## src/rtl/chime_scheduler.sv

```systemverilog
// chime_scheduler: queues top-of-hour, midnight and manual chime requests and
// plays them one at a time. A granted request blinks its LED(s) once per counted
// unit, then holds the LCD refresh window open.
//
// Ports:
//   CLK1K      - 1 kHz system clock
//   RST        - asynchronous reset, active-high
//   ENABLE     - chime function enable
//   SEG0..SEG7 - BCD time digits: sec1, sec10, min1, min10, hr1, hr10, day1, day10
//   MAN_REQ    - manual chime request (level, sampled each cycle)
//   MAN_COUNT  - blink count for the manual request, latched at grant
//   LEDG       - green LED (hour chime, manual chime)
//   LEDR       - red LED (day chime, manual chime)
//   LCD_EN     - LCD refresh window
//   BUSY       - a sequence is in progress
//   ACT_SRC    - active source: 0 none, 1 hour, 2 day, 3 manual
//   PEND       - pending flags {manual, day, hour}
module chime_scheduler #(
  parameter int unsigned HALF_PERIOD = 500,
  parameter int unsigned LCD_HOLD    = 10000
) (
  input  logic       CLK1K,
  input  logic       RST,
  input  logic       ENABLE,
  input  logic [3:0] SEG0,
  input  logic [3:0] SEG1,
  input  logic [3:0] SEG2,
  input  logic [3:0] SEG3,
  input  logic [3:0] SEG4,
  input  logic [3:0] SEG5,
  input  logic [3:0] SEG6,
  input  logic [3:0] SEG7,
  input  logic       MAN_REQ,
  input  logic [4:0] MAN_COUNT,
  output logic       LEDG,
  output logic       LEDR,
  output logic       LCD_EN,
  output logic       BUSY,
  output logic [1:0] ACT_SRC,
  output logic [2:0] PEND
);

  localparam int unsigned PMAX = (HALF_PERIOD > LCD_HOLD) ? HALF_PERIOD : LCD_HOLD;
  localparam int unsigned CW   = $clog2(PMAX + 1);
  localparam logic [CW-1:0] HP_LAST  = CW'(HALF_PERIOD - 1);
  localparam logic [CW-1:0] LCD_LAST = CW'(LCD_HOLD - 1);

  typedef enum logic [2:0] {
    S_IDLE, S_LOAD, S_BLINK_ON, S_BLINK_OFF, S_LCD_WIN
  } state_t;

  // Two BCD digits to a blink count; malformed digits or values above 31 saturate.
  function automatic logic [4:0] bcd_count(input logic [3:0] tens, input logic [3:0] ones);
    logic [7:0] v;
    logic [4:0] r;
    v = ({4'd0, tens} * 8'd10) + {4'd0, ones};
    if (tens > 4'd9 || ones > 4'd9 || v > 8'd31) r = 5'd31;
    else                                         r = v[4:0];
    return r;
  endfunction

  state_t        state_q, state_d;
  logic [2:0]    pend_q, pend_d, pend_set, pend_clr;
  logic          top_q, top_d;
  logic [4:0]    rem_q, rem_d;
  logic [CW-1:0] phase_q, phase_d;
  logic [1:0]    act_q, act_d;
  logic          ledg_q, ledg_d, ledr_q, ledr_d, lcd_q, lcd_d, busy_q, busy_d;
  logic          top_rise, midnight;

  always_comb begin
    top_d    = (SEG0 == 4'd0) && (SEG1 == 4'd0) && (SEG2 == 4'd0) && (SEG3 == 4'd0);
    top_rise = top_d && !top_q && ENABLE;
    midnight = (SEG4 == 4'd0) && (SEG5 == 4'd0);
    pend_set = {MAN_REQ && ENABLE, top_rise && midnight, top_rise && !midnight};

    pend_clr = '0;
    state_d  = state_q;
    rem_d    = rem_q;
    phase_d  = phase_q;
    act_d    = act_q;

    case (state_q)
      S_IDLE: begin
        if (ENABLE && (|pend_q)) begin
          state_d = S_LOAD;
          if (pend_q[1]) begin
            pend_clr = 3'b010;
            act_d    = 2'd2;
            rem_d    = bcd_count(SEG7, SEG6);
          end else if (pend_q[0]) begin
            pend_clr = 3'b001;
            act_d    = 2'd1;
            rem_d    = bcd_count(SEG5, SEG4);
          end else begin
            pend_clr = 3'b100;
            act_d    = 2'd3;
            rem_d    = MAN_COUNT;
          end
        end
      end
      S_LOAD: begin
        phase_d = '0;
        state_d = (rem_q == 5'd0) ? S_LCD_WIN : S_BLINK_ON;
      end
      S_BLINK_ON: begin
        if (phase_q == HP_LAST) begin
          phase_d = '0;
          state_d = S_BLINK_OFF;
        end else begin
          phase_d = phase_q + CW'(1);
        end
      end
      S_BLINK_OFF: begin
        if (phase_q == HP_LAST) begin
          phase_d = '0;
          rem_d   = rem_q - 5'd1;
          state_d = (rem_q == 5'd1) ? S_LCD_WIN : S_BLINK_ON;
        end else begin
          phase_d = phase_q + CW'(1);
        end
      end
      S_LCD_WIN: begin
        if (phase_q == LCD_LAST) begin
          phase_d = '0;
          act_d   = 2'd0;
          state_d = S_IDLE;
        end else begin
          phase_d = phase_q + CW'(1);
        end
      end
      default: begin
        state_d = S_IDLE;
        act_d   = 2'd0;
      end
    endcase

    // Losing ENABLE abandons the active request; its pend bit was already cleared at grant.
    if (!ENABLE && state_q != S_IDLE) begin
      state_d = S_IDLE;
      act_d   = 2'd0;
      phase_d = '0;
    end

    // A set arriving on the grant edge survives that grant's clear.
    pend_d = (pend_q & ~pend_clr) | pend_set;

    // Outputs are decoded from the next state so they change on the same edge as the state.
    ledg_d = (state_d == S_BLINK_ON) && (act_d == 2'd1 || act_d == 2'd3);
    ledr_d = (state_d == S_BLINK_ON) && (act_d == 2'd2 || act_d == 2'd3);
    lcd_d  = (state_d == S_LCD_WIN);
    busy_d = (state_d != S_IDLE);
  end

  always_ff @(posedge CLK1K or posedge RST) begin
    if (RST) begin
      state_q <= S_IDLE;
      pend_q  <= '0;
      top_q   <= 1'b0;
      rem_q   <= '0;
      phase_q <= '0;
      act_q   <= '0;
      ledg_q  <= 1'b0;
      ledr_q  <= 1'b0;
      lcd_q   <= 1'b0;
      busy_q  <= 1'b0;
    end else begin
      state_q <= state_d;
      pend_q  <= pend_d;
      top_q   <= top_d;
      rem_q   <= rem_d;
      phase_q <= phase_d;
      act_q   <= act_d;
      ledg_q  <= ledg_d;
      ledr_q  <= ledr_d;
      lcd_q   <= lcd_d;
      busy_q  <= busy_d;
    end
  end

  assign LEDG    = ledg_q;
  assign LEDR    = ledr_q;
  assign LCD_EN  = lcd_q;
  assign BUSY    = busy_q;
  assign ACT_SRC = act_q;
  assign PEND    = pend_q;

endmodule

```

## config.mk

```make
export PLATFORM = sky130hd
export DESIGN_NAME = chime_scheduler
export DESIGN_NICKNAME = d
export VERILOG_FILES = /design/src/rtl/chime_scheduler.sv
export SDC_FILE = /design/constraint.sdc
export NUM_CORES = 1
export LEC_CHECK = 0
export BUFFER_PORTS_ARGS = -buffer_cell sky130_fd_sc_hd__buf_4
export CAP_MARGIN = 10
export CORE_ASPECT_RATIO = 0.9
export CORE_UTILIZATION = 50
export CTS_CLUSTER_DIAMETER = 120
export DETAILED_ROUTE_END_ITERATION = 6
export PLACE_DENSITY_LB_ADDON = 0.25
export SKIP_CTS_REPAIR_TIMING = 1
export SLEW_MARGIN = 0
export SYNTH_ARGS = -nofsm -noshare
export SYNTH_HDL_FRONTEND = slang
export SYNTH_SLANG_ARGS = --single-unit
```

## constraint.sdc

```tcl
create_clock -name CLK1K -period 2 [get_ports CLK1K]
set_input_delay 0.4 -clock CLK1K [delete_from_list [all_inputs] [get_ports CLK1K]]
set_output_delay 0.4 -clock CLK1K [all_outputs]
set_load 0.02 [all_outputs]
```

==> results.py, run 1 <==
metrics = {
    "yosys": {
        "ys_ff_latch": 32,
        "post-synth-top-count-cell": "dfrtp_1",
        "synth_area_leaders": "dfrtp_1 (31%), ha_1 (8.8%), o21ai_0 (5.1%)",
        "synth_area_um2": 2550,
        "synth_top_family_by_area": "compound AO/OA/AOI/OAI gates",
        "synthArstFlopShare_pct": 100,
        "synthMuxAreaShare_pct": 0.393,
        "synth_xor_area_share_pct": 4.47,
        "syn_nets": 357,
        "synth_edf_count": 0,
        "synth_fa_ha_area_share_pct": 12.0,
        "ys_types": 55,
        "yosysWarnings": 0,
        "yosys.area.top_type": "dfrtp_1",
        "synth_compound_area_share_pct": 24.3,
        "yosysTopAreaCellShare_pct": 31.4,
        "postSynthCellCount": 294,
        "synthFlopType": "dfrtp_1",
        "synthTopCellsByCount": "dfrtp_1 (32), o21ai_0 (26), a21oi_1 (22)",
        "synth-seq-area-share_pct": 31.4,
        "avgSynthCellArea_um2": 8.67,
        "synthSimpleGateAreaFrac_pct": 23.0,
    },
    "finish": {
        "fin_util_pct": 75.8,
        "area_delta_synth_final_pct": 44.7,
        "drive_gt1_share_pct": 35.9,
        "finalInstanceArea_um2": 3690,
        "fin_nets": 460,
        "final-seq-area_um2": 802,
        "antenna_cells": 0,
        "multi_input_comb_area_um2": 1820,
        "n_fill_cell": 331,
    },
    "grt": {
        "top_usage_layer": "met2",
        "met2_usage_pct": 41.5,
        "grt_max_degree": 33,
        "grt_pass1_vias": 2494,
        "use_met1_pct": 34.0,
        "grt_usage_pct": 25.3,
        "grt_use_met3_pct": 5.13,
        "grt_antenna_before_repair": 0,
        "grt.overflow.total": 0,
        "grt_pass1_wl_um": 11000,
    },
    "placed_design": {
        "place_ws_ns": -0.806,
        "dpl_cell_area_um2": 3380,
        "port_buffers": 49,
        "hpwlAfterDp_um": 5240,
        "gp_congestion": 0.862,
    },
    "timing": {
        "rsz0062_at_grt": "true",
        "fin_ws_ns": -0.394,
        "tns_ns": -1.89,
        "fin_crit_sh_pct": 120,
        "fin_crit_ns": 2.39,
        "slew_viol_final": 0,
        "skew_ns": 0.0102,
        "hold_viol": 0,
        "setup_viol": 5,
        "max_freq_mhz": 418,
        "worst_pin_slew_ns": 0.428,
        "slew_headroom_pct": 71.2,
    },
    "power": {
        "p_total_mw": 2.66,
        "power.density_nw_per_um2": 721,
        "vdd_drop_max_mv": 0.510,
        "power_leakage_nw": 1.68,
    },
    "critical_path": {
        "arrival_ns": 2.56,
        "worstSetupStartpointType": "input pin",
        "worst-setup-path-type": "in2reg",
        "worstPathRequired_ns": 2.16,
        "critPathMaxFanout": 5,
        "worstSetupEndpointType": "flop",
    },
    "detailed_routing": {
        "routed_wl_um": 7140,
        "avgViaCountPerCell": 5.87,
        "drt_first_pass_iters": 5,
        "drc_errors": 0,
        "wl_per_cell_um": 15.4,
        "drt_iter0_drc": 195,
        "antenna_left": 0,
        "vias": 2716,
    },
    "cts": {
        "cts.clk_slew.worst_paths_ns": 0.08,
        "clockBufferDepth": 2,
        "clockRootBuffer": "clkbuf_8",
        "cts.sinks": 32,
        "clk_latency_ns": 0.29,
        "cts_buffers": 5,
        "cts_tree": "yes",
        "htreeDepth": 2,
    },
    "floorplan": {
        "fp.dieH_um": 69.7,
        "start_util_pct": 52.4,
        "core_area_um2": 4860,
        "fp-row-count": 24,
        "io_pins": 50,
        "fp.dieW_um": 77.3,
        "dieArea_um2": 5390,
    },
    "run_status": {
        "status": "complete, but fails checks",
        "violations": "negative setup slack",
    },
    "job": {
        "drv_cap": 0,
    },
    "worst_hold_path": {
        "hold_path.class": "in2async",
    },
}
==> final cells by class <==
class | instances | share of cell area (%)
clock buffers | 5 | 1.87
clock inverters | 3 | 0.645
inverters | 19 | 1.93
multi-input cells | 235 | 49.4
flip-flops and latches | 32 | 21.7
well taps | 65 | 2.20
repair buffers | 104 | 22.2
==> registers in the layout (all words and copies together) (netlist names) <==
name,flops
ACT_SRC,2
PEND,3
BUSY,1
rem_q,5
LEDG,1
LEDR,1
state_q,3
LCD_EN,1
top_q,1
phase_q,14
==> per-stage QoR <==
stage,std cells,hold slack (ns)
floorplan,294,0.435
global placement,450,0.446
detailed placement,450,0.456
CTS,458,0.193
global route,463,0.239
finish,463,0.182
==> path summary, 6_finish.rpt <==
kind,slack (ns),startpoint,endpoint,cells after the start
hold reg to reg,0.47,top_q,PEND[0],1
max in group asynchronous,1.50,RST,phase_q[3],3
hold / removal,0.18,RST,LCD_EN,3
setup reg to reg,0,phase_q[1],BUSY,8
min in group CLK1K,0.35,MAN_REQ,PEND[2],2
setup / recovery,-0.39,SEG5[3],rem_q[0],11
==> critical path: stages <==
cell       delay [ns]
buf_6            0.10
ha_4             0.26
ha_4             0.13
inv_2            0.04
fa_1             0.45
nor2b_1          0.13
mux2i_1          0.11
o41ai_2          0.45
o2111ai_4        0.20
o21ai_2          0.17
a31oi_1          0.11
==> power breakdown <==
part	leakage, nW	internal (mW)	switching, mW	total (mW)
clock	0.0404	0.246	0.266	0.512
sequential	0.425	0.761	0.116	0.877
combinational	1.21	0.613	0.658	1.27
==> layout by cell type (no fill, tap or decap), types with 9 or more instances in the layout <==
cell type	netlist	layout
o21ai_0	26	18
dfrtp_1	32	31
o21ai_1	2	9
buf_4	3	97
nand3_1	10	10
a21oi_1	22	20
ha_1	18	12
nor2_1	16	16
and3_1	10	10
inv_1	19	17
o31ai_1	10	9
nand2_1	20	20
==> per-layer routing <==
| metal | wire length, um | vias up | share of wire (%) |
|---|---|---|---|
| li1 | - | 1310 | - |
| met1 | 3060 | 1294 | 43 |
| met2 | 3600 | 97 | 50 |
| met3 | 358 | 15 | 5.0 |
| met4 | 126 | 0 | 1.8 |
| met5 | 0 | - | 0 |
==> kinds of logic after synthesis <==
group / count (synthesis)
multiplexers: 1
AO/OA/AOI/OAI: 96
flip-flops: 32
buffers and inverters: 27
XOR/XNOR: 13
AND/OR/NAND/NOR: 103
adder cells (fa/ha/maj): 22
Note: power is estimated with default switching activity, not from simulation.
==> inputs of run 2 (changes only) <==
--- a/config.mk
+++ b/config.mk
@@ -8,7 +8,7 @@
 export BUFFER_PORTS_ARGS = -buffer_cell sky130_fd_sc_hd__buf_4
 export CAP_MARGIN = 10
 export CORE_ASPECT_RATIO = 0.9
-export CORE_UTILIZATION = 50
+export CORE_UTILIZATION = 28
 export CTS_CLUSTER_DIAMETER = 120
 export DETAILED_ROUTE_END_ITERATION = 6
 export PLACE_DENSITY_LB_ADDON = 0.25
==> results.py, run 2 (synthesis results as in run 1) <==
metrics = {
    "cts": {
        "clockBufferDepth": 2,
        "cts.clk_slew.worst_paths_ns": 0.07,
        "clockRootBuffer": "clkbuf_8",
        "clk_latency_ns": 0.28,
        "cts.sinks": 32,
        "cts_buffers": 5,
        "cts_tree": "yes",
        "htreeDepth": 2,
    },
    "timing": {
        "hold_viol": 0,
        "skew_ns": 0.00590,
        "slew_viol_final": 0,
        "max_freq_mhz": 415,
        "fin_ws_ns": -0.408,
        "setup_viol": 5,
        "rsz0062_at_grt": "true",
        "hold_slack_ns": 0.206,
        "slew_headroom_pct": 71.0,
        "fin_crit_sh_pct": 120,
        "fin_crit_ns": 2.41,
        "worst_pin_slew_ns": 0.430,
    },
    "floorplan": {
        "core_area_um2": 8690,
        "dieArea_um2": 9490,
        "fp.dieH_um": 92.5,
        "io_pins": 50,
        "start_util_pct": 29.3,
        "fp.dieW_um": 103,
        "fp-row-count": 32,
    },
    "power": {
        "power_leakage_nw": 1.66,
        "power.density_nw_per_um2": 695,
        "vdd_drop_max_mv": 0.288,
    },
    "detailed_routing": {
        "avgViaCountPerCell": 5.03,
        "drt_iter0_drc": 101,
        "drc_errors": 0,
        "antenna_left": 0,
        "routed_wl_um": 7070,
        "drt_first_pass_iters": 4,
        "vias": 2578,
        "wl_per_cell_um": 13.8,
    },
    "placed_design": {
        "port_buffers": 49,
        "gp_congestion": 0.770,
        "hpwlAfterDp_um": 5490,
    },
    "critical_path": {
        "arrival_ns": 2.57,
        "worstPathRequired_ns": 2.16,
        "worstSetupEndpointType": "flop",
        "worstSetupStartpointType": "input pin",
        "critPathMaxFanout": 5,
        "worst-setup-path-type": "in2reg",
        "cpMaxStageDelayCell": "or4b_1",
        "crit_chain": "buf_6 -> ha_4 -> ha_4 -> inv_2 -> fa_1 -> or4b_1 -> a21oi_2 -> o2111ai_4 -> o22ai_2 -> o31ai_1",
        "max_stage_delay_ns": 0.49,
        "crit_path_frequent_cell": "ha_4",
    },
    "grt": {
        "grt_usage_pct": 15.3,
        "grt_pass1_vias": 2431,
        "grt_pass1_wl_um": 11500,
        "grt_antenna_before_repair": 0,
        "grt.overflow.total": 0,
        "grt_max_degree": 33,
    },
    "finish": {
        "antenna_cells": 0,
        "n_fill_cell": 871,
        "reg.largest.list": "phase_q: 14 flops, rem_q: 5 flops",
        "area_delta_synth_final_pct": 45.4,
        "layout_commonest_cell": "buf_4",
        "largest_reg_flops": 14,
        "fin_util_pct": 42.7,
        "regMostFlops": "phase_q",
        "fin_nets": 457,
        "drive_gt1_share_pct": 36.0,
        "layout_common_cells": "buf_4 (98), dfrtp_1 (31), o21ai_0 (22)",
    },
    "worst_hold_path": {
        "hold_path.class": "in2async",
    },
    "job": {
        "drv_cap": 0,
    },
    "run_status": {
        "status": "complete, but fails checks",
        "violations": "negative setup slack",
    },
}
run 2: cell count changes in the layout (fill, tap and decap cells not counted), sizes merged:
| cell | before | now |
|---|---|---|
| clkinvlp | 2 | 0 |
| clkbuf | 5 | 6 |
| buf | 104 | 101 |
run 2: layout make-up:
class	count	area, um2	area share (%)
Inverter	19	71.3	1.92
Multi-Input combinational cell	235	1840	49.6
Clock inverter	1	5.00	0.135
Tap cell	119	149	4.02
Timing Repair Buffer	101	769	20.8
Sequential cell	32	802	21.6
Clock buffer	6	72.6	1.96
run 2: worst max-delay path, delay by kind of cell:
kind                     cells  cell delay (ns)
buffers and inverters        2             0.13
AND/OR/NAND/NOR              1             0.49
AO/OA/AOI/OAI                4             0.70
adder cells (fa/ha/maj)      3             0.85
run 2: final timing paths:
| path | startpoint | end | slack (ns) | depth (start not counted) |
|---|---|---|---|---|
| worst min-delay path | RST | phase_q[5] | 0.21 | 3 |
| min in group CLK1K | MAN_REQ | PEND[2] | 0.35 | 2 |
| max in group asynchronous | RST | state_q[0] | 1.45 | 3 |
| worst max register to register | phase_q[11] | rem_q[3] | -0.07 | 7 |
| worst min register to register | top_q | PEND[0] | 0.47 | 1 |
| worst max-delay path | SEG5[3] | rem_q[4] | -0.41 | 10 |
run 2: through the flow:
stage                     instance area [um2]  setup WS [ns]  power [mW]  setup TNS [ns]  instances
after floorplan                          2590         -0.520        1.53           -2.50        294
after global placement                   3440         -0.723        2.00           -3.50        504
after detailed placement                 3440         -0.787        2.01           -3.83        504
after CTS                                3520         -0.484        2.49           -2.35        511
after global routing                     3710         -0.486        2.78           -2.36        513
final                                    3710         -0.408        2.58           -1.91        513
run 2: power breakdown:
part | internal (mW) | leakage, nW | switching [mW] | total (mW)
logic | 0.594 | 1.19 | 0.634 | 1.23
registers | 0.763 | 0.425 | 0.119 | 0.882
clock network | 0.236 | 0.0410 | 0.231 | 0.467
total | 1.59 | 1.66 | 0.984 | 2.58
run 2: layer usage:
metal | up-vias | global-route usage [%] | share of wire, %
met3 | 6 | 2.87 | 3.6
met5 | - | 0 | 0
met1 | 1216 | 22.2 | 50
met4 | 0 | 4.76 | 1.3
li1 | 1309 | - | -
met2 | 47 | 22.5 | 46
==> inputs of run 3 (changes only) <==
--- a/config.mk
+++ b/config.mk
@@ -12,6 +12,7 @@
 export CTS_CLUSTER_DIAMETER = 120
 export DETAILED_ROUTE_END_ITERATION = 6
 export PLACE_DENSITY_LB_ADDON = 0.25
+export SETUP_SLACK_MARGIN = 0.5
 export SKIP_CTS_REPAIR_TIMING = 1
 export SLEW_MARGIN = 0
 export SYNTH_ARGS = -nofsm -noshare
==> results.py, run 3 (synthesis results as in run 1) <==
metrics = {
    "grt": {
        "grt_pass1_wl_um": 11500,
        "grt_max_degree": 33,
        "grt_usage_pct": 15.4,
        "grt_antenna_before_repair": 0,
        "grt_pass1_vias": 2480,
        "grt.overflow.total": 0,
    },
    "detailed_routing": {
        "vias": 2676,
        "drc_errors": 0,
        "antenna_left": 0,
        "routed_wl_um": 7480,
        "drt_first_pass_iters": 4,
        "wl_per_cell_um": 14.1,
        "avgViaCountPerCell": 5.05,
        "drt_iter0_drc": 101,
    },
    "run_status": {
        "status": "complete, but fails checks",
        "violations": "negative setup slack",
    },
    "floorplan": {
        "fp-row-count": 32,
        "core_area_um2": 8690,
        "dieArea_um2": 9490,
        "io_pins": 50,
        "start_util_pct": 29.3,
        "fp.dieW_um": 103,
        "fp.dieH_um": 92.5,
    },
    "finish": {
        "fin_nets": 473,
        "antenna_cells": 0,
        "reg.largest.list": "phase_q: 14 flops, rem_q: 5 flops",
        "finalInstanceArea_um2": 4160,
        "area_delta_synth_final_pct": 63.3,
        "layout_common_cells": "buf_4 (101), dfrtp_1 (29), nand2_1 (20)",
        "largest_reg_flops": 14,
        "drive_gt1_share_pct": 49.1,
        "n_fill_cell": 801,
        "layout_commonest_cell": "buf_4",
        "regMostFlops": "phase_q",
    },
    "cts": {
        "clk_latency_ns": 0.28,
        "cts.clk_slew.worst_paths_ns": 0.06,
        "clockBufferDepth": 2,
        "clockRootBuffer": "clkbuf_8",
        "cts_tree": "yes",
        "cts_buffers": 5,
        "htreeDepth": 2,
        "cts.sinks": 32,
    },
    "critical_path": {
        "worstSetupStartpointType": "input pin",
        "worstSetupEndpointType": "flop",
        "endpoint": "rem_q[3]",
        "r2r_start": "rem_q[1]",
        "worst-setup-path-type": "in2reg",
        "crit_chain": "buf_8 -> ha_4 -> ha_4 -> inv_2 -> fa_1 -> or4b_4 -> a21oi_4 -> o2111ai_4 -> a211oi_2 -> o211ai_1",
        "worstPathRequired_ns": 2.16,
        "critPathMaxFanout": 5,
        "crit_path_frequent_cell": "ha_4",
        "cpMaxStageDelayCell": "or4b_4",
        "arrival_ns": 2.56,
        "worstSetupStartpoint": "SEG5[3]",
        "max_stage_delay_ns": 0.51,
        "r2r_slack_ns": 0.10,
        "r2r_end": "BUSY",
        "reg2reg_depth": 7,
    },
    "worst_hold_path": {
        "hold_path.class": "in2async",
    },
    "placed_design": {
        "hpwlAfterDp_um": 5470,
        "dpl_cell_area_um2": 3560,
        "port_buffers": 49,
        "gp_congestion": 0.786,
    },
    "timing": {
        "setup_viol": 5,
        "hold_viol": 0,
        "fin_ws_ns": -0.405,
        "slew_headroom_pct": 62.3,
        "worst_pin_slew_ns": 0.564,
        "max_freq_mhz": 416,
        "slew_viol_final": 0,
        "rsz0062_at_grt": "true",
        "skew_ns": 0.00882,
        "fin_crit_sh_pct": 120,
        "fin_crit_ns": 2.41,
        "hold_slack_ns": 0.211,
    },
    "power": {
        "vdd_drop_max_mv": 0.412,
        "power_leakage_nw": 1.77,
        "power.density_nw_per_um2": 725,
    },
    "job": {
        "drv_cap": 0,
    },
}
run 3: per-stage QoR:
| step | total power, mW | setup WS, ns | util, % | instances | TNS (ns) |
|---|---|---|---|---|---|
| finish | 3.02 | -0.405 | 47.9 | 530 | -1.76 |
| global route | 3.23 | -0.511 | 47.9 | 530 | -2.23 |
| CTS | 2.65 | -0.490 | 42.0 | 514 | -2.26 |
| detailed placement | 2.13 | -0.786 | 41.0 | 506 | -3.76 |
| global placement | 2.12 | -0.708 | 41.0 | 506 | -3.46 |
| floorplan | 1.62 | -0.520 | - | 294 | -2.50 |
run 3: critical path: cells and delay by family:
| family | cells | cell delay (ns) |
|---|---|---|
| compound gates | 4 | 0.67 |
| fa+ha+maj | 3 | 0.84 |
| buf+inv | 2 | 0.13 |
| simple gates | 1 | 0.51 |
run 3: worst min-delay path by stage:
stage	cells past startpoint	start	end	slack [ns]
6_report	3	RST	phase_q[11]	0.21
5_1_grt	3	RST	phase_q[9]	0.27
4_1_cts	3	RST	phase_q[7]	0.22
3_5_place_dp	1	top_q	PEND[0]	0.46
3_3_place_gp	1	top_q	PEND[0]	0.45
2_1_floorplan	1	top_q	PEND[0]	0.44
run 3: layout make-up:
cell class / instances / area [um2] / area share (%)
Inverter: 19 / 71.3 / 1.71
Sequential cell: 32 / 805 / 19.3
Tap cell: 119 / 149 / 3.58
Clock buffer: 8 / 90.1 / 2.16
Multi-Input combinational cell: 236 / 2120 / 50.9
Timing Repair Buffer: 116 / 931 / 22.4
run 3: routing by layer:
metal  wire, um  GRT usage (%)  part of all wire (%)  vias up
li1           -              -                     -     1346
met1       3680           21.8                    49     1266
met2       3470           23.9                    46       57
met3        252           3.02                   3.4        7
met4         67           3.57                  0.90        0
met5          0              0                     0        -
run 3: report_power, final:
group          switching (mW)  leakage [nW]  internal [mW]
clock network           0.237        0.0455          0.281
registers               0.114         0.422          0.764
logic                   0.825          1.30          0.797
